===== src/rtl/disaggregator_pkg.sv =====
// Shared definitions for the fetch-side aggregator and the write-back disaggregator.
package disaggregator_pkg;

  localparam int DATA_WIDTH_DEF  = 16;
  localparam int FETCH_WIDTH_DEF = 6;

  // Counter wide enough to hold the value FETCH_WIDTH itself, not just lane indices.
  function automatic int cnt_width(input int fetch_width);
    return $clog2(fetch_width + 1);
  endfunction

  typedef enum logic {
    IDLE  = 1'b0,
    SHIFT = 1'b1
  } state_t;

endpackage


===== src/rtl/disaggregator_fetch_width_ctrl.sv =====
// Active lane-count register with a deferred update that lands on word boundaries.
module disaggregator_fetch_width_ctrl #(
  parameter int FETCH_WIDTH = 6,
  parameter int CNT_W       = 3
) (
  input  logic             clk,
  input  logic             rst_n,
  input  logic             change_fetch_width,
  input  logic [CNT_W-1:0] input_fetch_width,
  input  logic             apply_now,
  input  logic             word_done,
  output logic [CNT_W-1:0] width_r
);

  logic [CNT_W-1:0] pend_w;
  logic             pend_v;
  logic             legal;

  assign legal = change_fetch_width
               & (input_fetch_width != '0)
               & (input_fetch_width <= CNT_W'(FETCH_WIDTH));

  // A request made while a word is in flight waits for that word's final lane.
  always_ff @(posedge clk) begin
    if (!rst_n) begin
      width_r <= CNT_W'(FETCH_WIDTH);
      pend_v  <= 1'b0;
    end else if (legal && (apply_now || word_done)) begin
      width_r <= input_fetch_width;
      pend_v  <= 1'b0;
    end else if (legal) begin
      pend_w <= input_fetch_width;
      pend_v <= 1'b1;
    end else if (word_done && pend_v) begin
      width_r <= pend_w;
      pend_v  <= 1'b0;
    end
  end

endmodule


===== src/rtl/disaggregator.sv =====
// Splits a packed multi-lane word from a wide FIFO into one DATA_WIDTH lane per cycle.
module disaggregator
  import disaggregator_pkg::*;
#(
  parameter  int DATA_WIDTH  = DATA_WIDTH_DEF,
  parameter  int FETCH_WIDTH = FETCH_WIDTH_DEF,
  localparam int CNT_W       = cnt_width(FETCH_WIDTH)
) (
  input  logic                              clk,
  input  logic                              rst_n,
  input  logic [FETCH_WIDTH*DATA_WIDTH-1:0] sender_data,
  input  logic                              sender_empty_n,
  output logic                              sender_deq,
  output logic [DATA_WIDTH-1:0]             receiver_data,
  input  logic                              receiver_full_n,
  output logic                              receiver_enq,
  output logic                              receiver_last,
  input  logic                              change_fetch_width,
  input  logic [CNT_W-1:0]                  input_fetch_width
);

  state_t           state, state_nxt;
  logic [CNT_W-1:0] lane_r, lane_nxt;
  logic [CNT_W-1:0] width_r;
  logic             last;
  logic             load_hold;
  logic [DATA_WIDTH-1:0] hold [FETCH_WIDTH];

  disaggregator_fetch_width_ctrl #(
    .FETCH_WIDTH (FETCH_WIDTH),
    .CNT_W       (CNT_W)
  ) u_width_ctrl (
    .clk                (clk),
    .rst_n              (rst_n),
    .change_fetch_width (change_fetch_width),
    .input_fetch_width  (input_fetch_width),
    .apply_now          ((state == IDLE) && !sender_deq),
    .word_done          (receiver_last),
    .width_r            (width_r)
  );

  always_ff @(posedge clk) begin
    if (!rst_n) begin
      state  <= IDLE;
      lane_r <= '0;
    end else begin
      state  <= state_nxt;
      lane_r <= lane_nxt;
    end
  end

  // Reloading on the last-lane cycle keeps back-to-back words bubble-free.
  always_comb begin
    receiver_enq  = rst_n && (state == SHIFT) && receiver_full_n;
    last          = (lane_r == width_r - CNT_W'(1));
    receiver_last = receiver_enq && last;
    sender_deq    = rst_n && sender_empty_n && ((state == IDLE) || receiver_last);
    state_nxt     = state;
    lane_nxt      = lane_r;
    load_hold     = 1'b0;
    case (state)
      IDLE: begin
        if (sender_deq) begin
          load_hold = 1'b1;
          lane_nxt  = '0;
          state_nxt = SHIFT;
        end
      end
      SHIFT: begin
        if (receiver_enq) begin
          if (!last) begin
            lane_nxt = lane_r + CNT_W'(1);
          end else begin
            lane_nxt = '0;
            if (sender_deq) load_hold = 1'b1;
            else            state_nxt = IDLE;
          end
        end
      end
      default: state_nxt = IDLE;
    endcase
  end

  always_ff @(posedge clk) begin
    if (load_hold) begin
      for (int i = 0; i < FETCH_WIDTH; i++) begin
        hold[i] <= sender_data[i*DATA_WIDTH +: DATA_WIDTH];
      end
    end
  end

  always_comb begin
    receiver_data = '0;
    for (int i = 0; i < FETCH_WIDTH; i++) begin
      if (lane_r == CNT_W'(i)) receiver_data = hold[i];
    end
  end

endmodule


===== config.mk =====
export PLATFORM = sky130hd
export DESIGN_NAME = disaggregator
export DESIGN_NICKNAME = d
export VERILOG_FILES = /design/src/rtl/disaggregator_pkg.sv /design/src/rtl/disaggregator_fetch_width_ctrl.sv /design/src/rtl/disaggregator.sv
export SDC_FILE = /design/constraint.sdc
export NUM_CORES = 1
export LEC_CHECK = 0
export BUFFER_PORTS_ARGS = -buffer_cell sky130_fd_sc_hd__buf_2
export CAP_MARGIN = 20
export CORE_ASPECT_RATIO = 1.75
export CORE_MARGIN = 2
export CORE_UTILIZATION = 30
export DETAILED_ROUTE_END_ITERATION = 7
export PLACE_DENSITY = 0.56
export SETUP_SLACK_MARGIN = 0.05
export SYNTH_ARGS = -nofsm -noshare
export SYNTH_HDL_FRONTEND = slang
export SYNTH_HIERARCHICAL = 1
export SYNTH_SLANG_ARGS = --single-unit
export TNS_END_PERCENT = 20

===== constraint.sdc =====
create_clock -name clk -period 15.9 [get_ports clk]
set_input_delay 2.385 -clock clk [delete_from_list [all_inputs] [get_ports clk]]
set_output_delay 2.385 -clock clk [all_outputs]
set_load 0.02 [all_outputs]

==> run metrics <==
total wire length 12320 microns; Hold Crit Class flip-flop to flip-flop; Hold Slack 0.5268 ns; Post-DRT Antenna Nets 0; Initial Util 30.41%; data arrival time of the worst path 3.69 ns; CTS tree yes; Vias 3232; Placed Area 5564 sq um; FP Rows 61; final setup fails 0; Mapped Area 4781 sq um; final cell count without fillers 643; Post CTS Setup Buffer Count 0; largest cells by area after synthesis edfxtp_1 62%, dfxtp_1 3.3%, a2111oi_2 3.1%; post-synth cell types 41; Worst-Skew Late Latency 0.35 ns; H-tree depth 3; initial DRC count 78; power share of the combinational group 9.7%; Worst setup SP type primary input; fin crit share 38.18%; Period minus WS final 6.071 ns; # fillers 1551; post-synth top area share 62.18%; initial antenna violation count 3; CORE AREA 15720 sq um; Final Hold Fails 0; Max FO, Critical Path 8; Die Height 171.0 microns; drt wl/cell 19.16 microns; Power Dens Cells 103.3 nW/um^2; Register Area 3134 sq um; setup_tns 0 ns; Placed Cells 625; Nets 557; Rel. slew slack 28.64%; max_cap viols 0; vias per std cell 5.026; vias in the first global route 3442; largest net degree at the start of global routing 73; Slew Limit Fails 0; Sink Count 107; fmax 164.7 MHz; Sw Pwr 148.6 uW; CP endpoint receiver_last; P_leak 0.002155 uW; clock root buffer clkbuf_16; DR pass1 iterations 6; Worst Max-Slew Pin Slew 1.069 ns; yosys warns 6; switching share of power 24.47%; Flop pwr share 53.5%; Reg2Reg Setup Slack 12.49 ns; I/O pin cnt 123; outcome finished, final reports clean; DIE WIDTH 99.43 microns; share of cells above drive strength 1 37.83%; Synth area leader edfxtp_1; RSZ-0062 raised after global routing no; Cells after Synth 333; commonest non-fill, non-tap cells in the layout 122 x buf_2, 99 x edfxtp_1, 18 x nand2_1; Final HPWL DP 8250 microns; CTS clk-pin slew, worst paths 0.07 ns; cts hold-fix bufs 0; worst reg2reg startpoint lane_r[2]; Overflow after GRT 0; Inserted Clock Buffers 9; internal power 458.6 uW; area of the multi-input gates 1515 sq um; syn nets 443; Post-CTS Resized 0; Final Instance Area 5879 sq um; post-synthesis sequential area ratio 65.53%; residual DRC count 0; terminus of the critical flop-to-flop path hold[2][6]; register bit total from synthesis 107; gpl congestion 0.7726; syn_area_per_cell 14.36 sq um; Worst Reg2Reg Path Length in Cells 4; CTS max path bufs 2; critical path class primary input to primary output; worst setup path start rst_n; buffers added on ports 122; gr usage total 14.47%; CP endpoint kind primary output; Worst Path Required 13.52 ns; maximum VDD drop 0.04581 mV; clk_skew 0.01509 ns; commonest non-fill, non-tap cell in the layout buf_2; layout overhead on the synthesized area 22.98%; clock share of power 36.8%; first-pass GRT wire length 18430 microns; DIE AREA 17000 sq um
==> worst min-delay path by stage <==
stage,cells after the start,slack (ns),start,endpoint
6_report,2,0.53,u_width_ctrl/pend_v,u_width_ctrl/pend_v
5_1_grt,2,0.55,u_width_ctrl/pend_v,u_width_ctrl/pend_v
4_1_cts,2,0.52,u_width_ctrl/pend_v,u_width_ctrl/pend_v
3_5_place_dp,2,0.51,u_width_ctrl/pend_v,u_width_ctrl/pend_v
3_3_place_gp,2,0.47,u_width_ctrl/pend_v,u_width_ctrl/pend_v
2_1_floorplan,2,0.47,u_width_ctrl/pend_v,u_width_ctrl/pend_v
==> through the flow <==
stage	util [%]	setup slack [ns]	power, uW
after global routing	37.38	9.727	631.5
after floorplan	-	5.561	366.6
after detailed placement	35.39	9.838	391.3
after global placement	35.39	9.926	389.8
final	37.39	9.829	607.2
after CTS	37.36	9.835	617.4
==> flip-flops by register name (all words and copies together), names as in the netlist <==
signal,cells
state,1
u_width_ctrl/pend_w,3
hold,96
u_width_ctrl/width_r,3
lane_r,3
u_width_ctrl/pend_v,1
==> routing by layer <==
layer  GRT usage, %  vias to the layer above  part of all wire [%]
li1               -                     1524                     -
met1          14.97                     1583                    36
met2          26.44                       98                    55
met3          3.636                       27                   4.5
met4          7.683                        0                   3.8
met5              0                        -                     0
==> final cells by class <==
class,instances,share of cell area (%)
inverter,10,0.6384
tap,189,4.022
clock inverter,7,1.447
clock buffer,9,3.831
sequential,107,53.31
antenna,2,0.08512
timing repair buffer,126,10.90
multi-input combinational,193,25.77
==> cells by family (layout without fill, tap and decap cells) <==
logic type	after synthesis	count (layout)	synth area share, %
DFF	107	107	65.53
AOI/OAI and AO/OA	95	95	16.78
and+or+nand+nor	86	86	11.23
buffers and inverters	33	152	3.376
adders and majority gates	6	6	1.570
xor gates and xnor gates	3	3	0.8898
muxes	3	3	0.6281
other	0	2	0
==> critical path, stage by stage <==
cell	delay (ns)
buf_2	0.15
and3_1	0.27
nor3b_1	0.59
buf_2	0.29
==> synthesized netlist by cell type (all sizes together) <==
cell type  count
xnor2          2
and3           3
a22o          16
o32ai          2
or3            1
o2bb2ai        2
o21ai          2
nor3           1
or2            1
nand2b        17
o31ai         18
clkbuf        12
o311a          1
nor2b         17
dfxtp          8
a211oi         2
buf           11
nand3          3
a2111oi       17
a21oi         17
and2           1
nor3b          1
ha             6
nor2           4
edfxtp        99
or4b           1
xor3           1
mux2i          3
and4           1
o21a          17
and3b         17
nand2         18
inv           10
o211ai         1
==> power by group through the flow <==
stage / clock (uW) / combinational (uW) / sequential, uW
6_report: 223 / 58.9 / 325
5_1_grt: 241 / 64.4 / 326
4_1_cts: 232 / 59.9 / 325
3_5_place_dp: 0 / 59.7 / 332
2_1_floorplan: 0 / 33.5 / 333
3_3_place_gp: 0 / 58.5 / 331
(Power assumes the default switching activity.)
